File: src/rtl/jam_pkg.sv
// Shared definitions for the job-assignment cost table: sizes, FSM states and the stored entry format.
// Optional build macro COST_PARITY_EN adds a parity bit to every stored entry.
package jam_pkg;

   localparam int N_WORK      = 8;
   localparam int COST_W      = 7;
   localparam int IDX_W       = 3;
   localparam int TABLE_DEPTH = N_WORK * N_WORK;
   localparam int ADDR_W      = 2 * IDX_W;

   typedef enum logic [1:0] {
      LOAD  = 2'd0,
      RUN   = 2'd1,
      DRAIN = 2'd2
   } state_t;

   typedef struct packed {
`ifdef COST_PARITY_EN
      logic              par;
`endif
      logic [COST_W-1:0] cost;
   } cost_entry_t;

`ifdef COST_PARITY_EN
   // Stored parity is even parity over the cost bits, so a good entry XORs to zero overall.
   function automatic logic entry_bad(input cost_entry_t e);
      return e.par != (^e.cost);
   endfunction
`endif

endpackage

File: src/rtl/jam_cost_rf.sv
// 64-entry cost register file: one synchronous write port, one asynchronous read port, synchronous clear.
// Entry width follows cost_entry_t, so it grows by one bit when COST_PARITY_EN is defined.
module jam_cost_rf
   import jam_pkg::*;
(
   input  logic              clk,
   input  logic              clr,
   input  logic              wr_en,
   input  logic [ADDR_W-1:0] wr_addr,
   input  cost_entry_t       wr_data,
   input  logic [ADDR_W-1:0] rd_addr,
   output cost_entry_t       rd_data
);

   cost_entry_t mem [TABLE_DEPTH];

   always_ff @(posedge clk) begin
      if (clr) begin
         for (int i = 0; i < TABLE_DEPTH; i++) begin
            mem[i] <= '0;
         end
      end else if (wr_en) begin
         mem[wr_addr] <= wr_data;
      end
   end

   assign rd_data = mem[rd_addr];

endmodule

File: src/rtl/jam_cost_table.sv
// Cost-matrix feeder for the job-assignment engine: loads 8x8 costs, releases the engine, serves lookups.
// Optional build macro COST_PARITY_EN adds in_par/par_err and per-entry parity checking.
module jam_cost_table
   import jam_pkg::*;
(
   input  logic              CLK,
   input  logic              RST,
   input  logic              in_valid,
   input  logic [COST_W-1:0] in_data,
   output logic              in_ready,
   input  logic [IDX_W-1:0]  W,
   input  logic [IDX_W-1:0]  J,
   output logic [COST_W-1:0] Cost,
   input  logic              jam_valid,
   output logic              jam_rst,
   output logic              table_ready,
   output logic [ADDR_W-1:0] load_cnt
`ifdef COST_PARITY_EN
   ,
   input  logic              in_par,
   output logic              par_err
`endif
);

   state_t      state;
   state_t      next_state;
   logic        accept;
   logic        last_word;
   cost_entry_t wr_entry;
   cost_entry_t rd_entry;

   assign accept    = in_valid && in_ready;
   assign last_word = (load_cnt == ADDR_W'(TABLE_DEPTH - 1));

   always_comb begin
      wr_entry      = '0;
      wr_entry.cost = in_data;
`ifdef COST_PARITY_EN
      wr_entry.par  = in_par;
`endif
   end

   // Row-major address {W,J} selects entry W*N_WORK+J without a multiplier.
   jam_cost_rf u_rf (
      .clk     (CLK),
      .clr     (RST),
      .wr_en   (accept),
      .wr_addr (load_cnt),
      .wr_data (wr_entry),
      .rd_addr ({W, J}),
      .rd_data (rd_entry)
   );

   always_comb begin
      next_state = state;
      case (state)
         LOAD:    if (accept && last_word) next_state = RUN;
         RUN:     if (jam_valid) next_state = DRAIN;
         DRAIN:   next_state = LOAD;
         default: next_state = LOAD;
      endcase
   end

   // Handshake/engine-control outputs are decoded from next_state so they line up with the state register.
   always_ff @(posedge CLK) begin
      if (RST) begin
         state       <= LOAD;
         load_cnt    <= '0;
         in_ready    <= 1'b1;
         jam_rst     <= 1'b1;
         table_ready <= 1'b0;
      end else begin
         state       <= next_state;
         if (accept) begin
            load_cnt <= load_cnt + 1'b1;
         end
         in_ready    <= (next_state == LOAD);
         jam_rst     <= (next_state != RUN);
         table_ready <= (next_state == RUN);
      end
   end

   assign Cost = (state == RUN) ? rd_entry.cost : '0;

`ifdef COST_PARITY_EN
   always_ff @(posedge CLK) begin
      if (RST) begin
         par_err <= 1'b0;
      end else if (state == DRAIN) begin
         par_err <= 1'b0;
      end else if ((accept && (in_par != (^in_data))) ||
                   ((state == RUN) && entry_bad(rd_entry))) begin
         par_err <= 1'b1;
      end
   end
`endif

endmodule

File: config.mk
export PLATFORM = sky130hd
export DESIGN_NAME = jam_cost_table
export DESIGN_NICKNAME = d
export VERILOG_FILES = /design/src/rtl/jam_pkg.sv /design/src/rtl/jam_cost_rf.sv /design/src/rtl/jam_cost_table.sv
export SDC_FILE = /design/constraint.sdc
export NUM_CORES = 1
export LEC_CHECK = 0
export ABC_AREA = 1
export BUFFER_PORTS_ARGS = -buffer_cell sky130_fd_sc_hd__buf_2
export CORE_MARGIN = 1
export CORE_UTILIZATION = 60
export CTS_CLUSTER_SIZE = 8
export DETAILED_ROUTE_END_ITERATION = 12
export PLACE_DENSITY_LB_ADDON = 0.3
export SLEW_MARGIN = 5
export SYNTH_ARGS = -nofsm -noshare
export SYNTH_HDL_FRONTEND = slang
export SYNTH_SLANG_ARGS = --single-unit
export TNS_END_PERCENT = 10
File: constraint.sdc
create_clock -name CLK -period 2.5 [get_ports CLK]
set_input_delay 0 -clock CLK [delete_from_list [all_inputs] [get_ports CLK]]
set_output_delay 0 -clock CLK [all_outputs]
set_load 0.03 [all_outputs]
# Word level (Yosys, flattened, before mapping)
# Memory sizes are Yosys's and may differ from the RTL's.
# Index checks and enable logic that the tools add are counted.
# word_totals
ff_bits,11
mem_bits_rw,448
inputBits,17
output_inout_bits,16
wordCells,28
memories,1
# classes
add_sub_neg,1
n_eq_ne,4
muxes,12
reduce_logical,5
# mem_list
name,depth,word_bits,read_ports,rd_clocked_by_memory_dff,write_ports,line,rtl
u_rf.mem,64,7,1,0,64,jam_cost_rf.sv:15,cost_entry_t mem [TABLE_DEPTH];
# ops
cell,count
7-bit 2-to-1 mux,2
7-bit OR reduction,1
"6-bit by 1-bit adder with 6-bit output, second input constant",1
"6-bit == test, second input constant",1
1-bit 2-to-1 mux,6
6-bit 2-to-1 mux,1
"2-bit by 1-bit == test with 1-bit output, second input constant",2
2-bit zero test,2
2-bit 2-to-1 mux,2
2-bit case mux with 2 select lines,1
1-bit logical AND,2
"2-bit by 1-bit inequality test with 1-bit output, second input constant",1

# Longest topological paths before layout
# depth
ltp_word,6
ltp_mapped,12
depth_no_buf,9

# Modules after synthesis
# A second synthesis with hierarchy kept.
# unflattened
cells_unflattened,2237
hier_area_um2,21052.7
# by_module_without_submodules
mod,instances,cells_per_inst,area_per_inst_um2
jam_cost_rf,1,2161,20547.2
jam_cost_table,1,76,505.5

# Least setup slack after synthesis
# Ideal clock, no wire load.
# synth_path
kind,register to register
from,reg load_cnt[1]
to,mem u_rf.mem[31][0] in the netlist's numbering (enable)
arrival_ns,1.781
path_slack_ns,0.336
path_stages_with_launch,6
synth_period_minus_slack_ns,2.164
cell_sequence,dfxtp_1 buf_4 nand2_1 nor2_1 nand2_1 o31ai_1
# synth_rtl
item,line,rtl
start: declaration,jam_cost_table.sv:17,output logic [ADDR_W-1:0] load_cnt
start signal: assignment,jam_cost_table.sv:75,load_cnt <= load_cnt + 1'b1;
end: declaration,jam_cost_rf.sv:15,

# Final worst setup path
# layout_path
from,mem u_rf.mem[63][2] in the netlist's numbering
to,out Cost[2]
# layout_via
elab_chain_cells,2
# layout_lines
item,line,rtl
memory read 64 x 7 bit,n/a,
7-bit 2-to-1 mux,jam_cost_table.sv:83,assign Cost = (state == RUN) ? rd_entry.cost : '0;
end: declaration,jam_cost_table.sv:13,"output logic [COST_W-1:0] Cost,"
# Every way passes these cells.

==> metrics.md <==
| Metric | Value |
|---|---|
| Tcrit/Tclk final | `94.5%` |
| Final-report max-slew violation count | `0` |
| Std cell rows | `68` |
| Synth warnings | `0` |
| Syn Nets | `2,229` |
| Final ANT Viol Nets | `0` |
| HP Class | `in2reg` |
| WS Path Type | `reg2out` |
| DR vias | `16,500` |
| Peak fanout along the critical path | `1` |
| Postcts setup bufs | `0` |
| Register area share after synthesis | `65.3%` |
| Nets | `2,242` |
| Number of global-route vias before repair | `15,700` |
| Most common cell after layout, fill and taps aside | `nand2_1` |
| Peak VDD IR | `0.886 mV` |
| Endpoints failing hold | `0` |
| Most frequent cells in the layout | `nand2_1 (697), nor2_1 (461), edfxtp_1 (448)` |
| Layout cells sized above 1 | `8.22%` |
| CP max stage cell | `a21oi_1` |
| Synth area leaders | `edfxtp_1 (64%), nand2_1 (13%), nand3_1 (9.1%)` |
| Critical path launch point type | `flip-flop` |
| Critical Path RT | `2500 ps` |
| Chip Width | `189 um` |
| Gr usage total | `32.3%` |
| Final RePlAce weighted congestion | `0.909` |
| Clk root buf | `clkbuf_16` |
| Vias per cell | `6.12` |
| Design area | `23,600 um2` |
| Cells after Synth | `2,211` |
| Status | `finished clean` |
| Worst EP arrival | `2360 ps` |
| Die area | `35,600 um2` |
| WL/cell | `21.2 um` |
| Port Buffers | `32` |
| Area of the multi-input gates | `6560 um2` |
| Initial Utilization | `60.7%` |
| Crit-path most repeated cell | `nand3_1` |
| Register area | `13,700 um2` |
| Pwr dens | `772 nW/um2` |
| First-pass GRT wire length | `86,500 um` |
| Maximum clock rate | `0.424 GHz` |
| Synthesized area per cell | `9.47 um2` |
| I/O Pins | `33` |
| Gr ovfl total | `0` |
| Die Span Y | `189 um` |
| Largest stage delay, worst path | `390 ps` |
| Synthesized cell area | `20,900 um2` |
| RSZ-0062 raised after global routing | `no` |
| Top-area cell type share of the netlist area | `64.3%` |
| Worst path cell trace | `nand2_1 -> nand3_1 -> nand3_1 -> nand2_1 -> nand2_1 -> nand3_1 -> nand3_1 -> a21oi_1 -> buf_2` |
| Final wirelength | `57,200 um` |
| Filler cell count | `2,539` |
| Initial drt markers | `2,499` |
| Layout area overhead | `12.7%` |
| Remaining DRCs | `0` |
| Antenna violations before repair | `1` |
| Post-synthesis cell type count | `22` |
| Number of register bits inferred by synthesis | `459` |
| Pre-Repair DR Iteration Count | `8` |
| Post-DP HPWL | `34,200 um` |
| Core ar. | `34,500 um2` |
| Clk_lat worst skew | `560 ps` |
| Setup TNS | `0 ps` |
| Cts bufs inserted | `67` |
| Maxcap violations | `0` |
| Final setup fails | `0` |
| Largest net degree at the start of global routing | `113` |
| Critical Path End Type | `primary output` |
| CTS clk-pin slew, worst paths | `50 ps` |
| Worst-case clock buffer depth | `3` |
| Pleak | `9.52 nW` |
| DP Area | `21,700 um2` |
| Worst Clk Skew | `21.4 ps` |
| Cell type with the largest total area after synthesis | `edfxtp_1` |
| TritonCTS Sinks | `459` |
| H-tree depth | `3` |
| Post-layout minimum cycle time | `2360 ps` |
| Fin Hold WS | `24.1 ps` |
| TritonCTS clock tree | `yes` |
| Slew @ Worst Pin | `1110 ps` |
| Slew HR | `26.2%` |
state kept, by name, indices dropped and copies added, names as in the netlist:
register / cells
in_ready: 1
jam_rst: 1
load_cnt: 6
state: 2
table_ready: 1
u_rf.mem: 448
synth_stat cells:
cell type	n
a21oi_1	11
buf_1	15
buf_2	32
buf_4	4
clkbuf_1	97
clkinv_1	1
dfxtp_1	11
edfxtp_1	448
ha_1	1
inv_1	13
inv_2	11
nand2_1	697
nand3_1	379
nand4_1	1
nand4_2	1
nor2_1	461
nor3_1	12
nor3_2	3
nor4_2	4
nor4_4	2
o21ai_0	6
o31ai_1	1
report_power, final:
part	internal (W)	switching [W]
clock	0.00501	0.00309
combinational	0.000321	0.000988
sequential	0.00870	0.0000833
logic make-up (layout without fill, tap and decap cells):
logic type / after synthesis / after routing / share of synthesized area, %
buf+inv: 173 / 201 / 3.37
fa+ha+maj: 1 / 1 / 0.0598
simple gates: 1560 / 1560 / 30.8
compound gates: 18 / 18 / 0.442
flops: 459 / 459 / 65.3
other cells: 0 / 1 / 0
worst paths after layout:
check / start / endpoint / slack (ps) / cells after the start
worst max-delay path: u_rf.mem[63][2] / Cost[2] / 140 / 9
worst min-delay path: in_data[1] / u_rf.mem[12][1] / 20 / 3
worst max register to register: in_ready / u_rf.mem[8][2] / 170 / 7
worst min register to register: load_cnt[4] / load_cnt[4] / 600 / 2
area by class of cell:
cell class	count	area share [%]
Sequential cell	459	58.0
Timing Repair Buffer	92	3.56
Multi-Input combinational cell	1579	27.8
Tap cell	455	2.41
Antenna cell	1	0.0106
Inverter	25	0.425
Clock buffer	82	7.71
Clock inverter	2	0.0690
critical path: cells and delay by family (launching register included):
kind | cells | cell delay [ps]
and+or+nand+nor | 7 | 800
DFF | 1 | 320
buffers and inverters | 1 | 290
AOI/OAI and AO/OA | 1 | 390
per-layer routing:
layer	vias to the layer above	track usage (%)	share of wire (%)
met2	1112	52.6	48
met4	0	12.9	3.7
met5	-	0	0
li1	7420	-	-
met3	179	5.79	12
met1	7779	43.2	37
repair_timing:
item                                   CTS  global route
hold buffers                             3             0
setup endpoints to repair                0            42
endpoints found under the hold margin   10             0
resized for setup                        0             1
stage by stage:
step / instances / setup WS (ps) / utilization, % / total power (W)
after floorplan: 2211 / 336 / - / 0.00971
after global placement: 2607 / 280 / 63.0 / 0.0101
after detailed placement: 2607 / 149 / 63.0 / 0.0102
after CTS: 2694 / 111 / 68.4 / 0.0182
after global routing: 2694 / 23.9 / 68.4 / 0.0186
final: 2695 / 139 / 68.4 / 0.0182
Power figures use the tool's default switching activity.
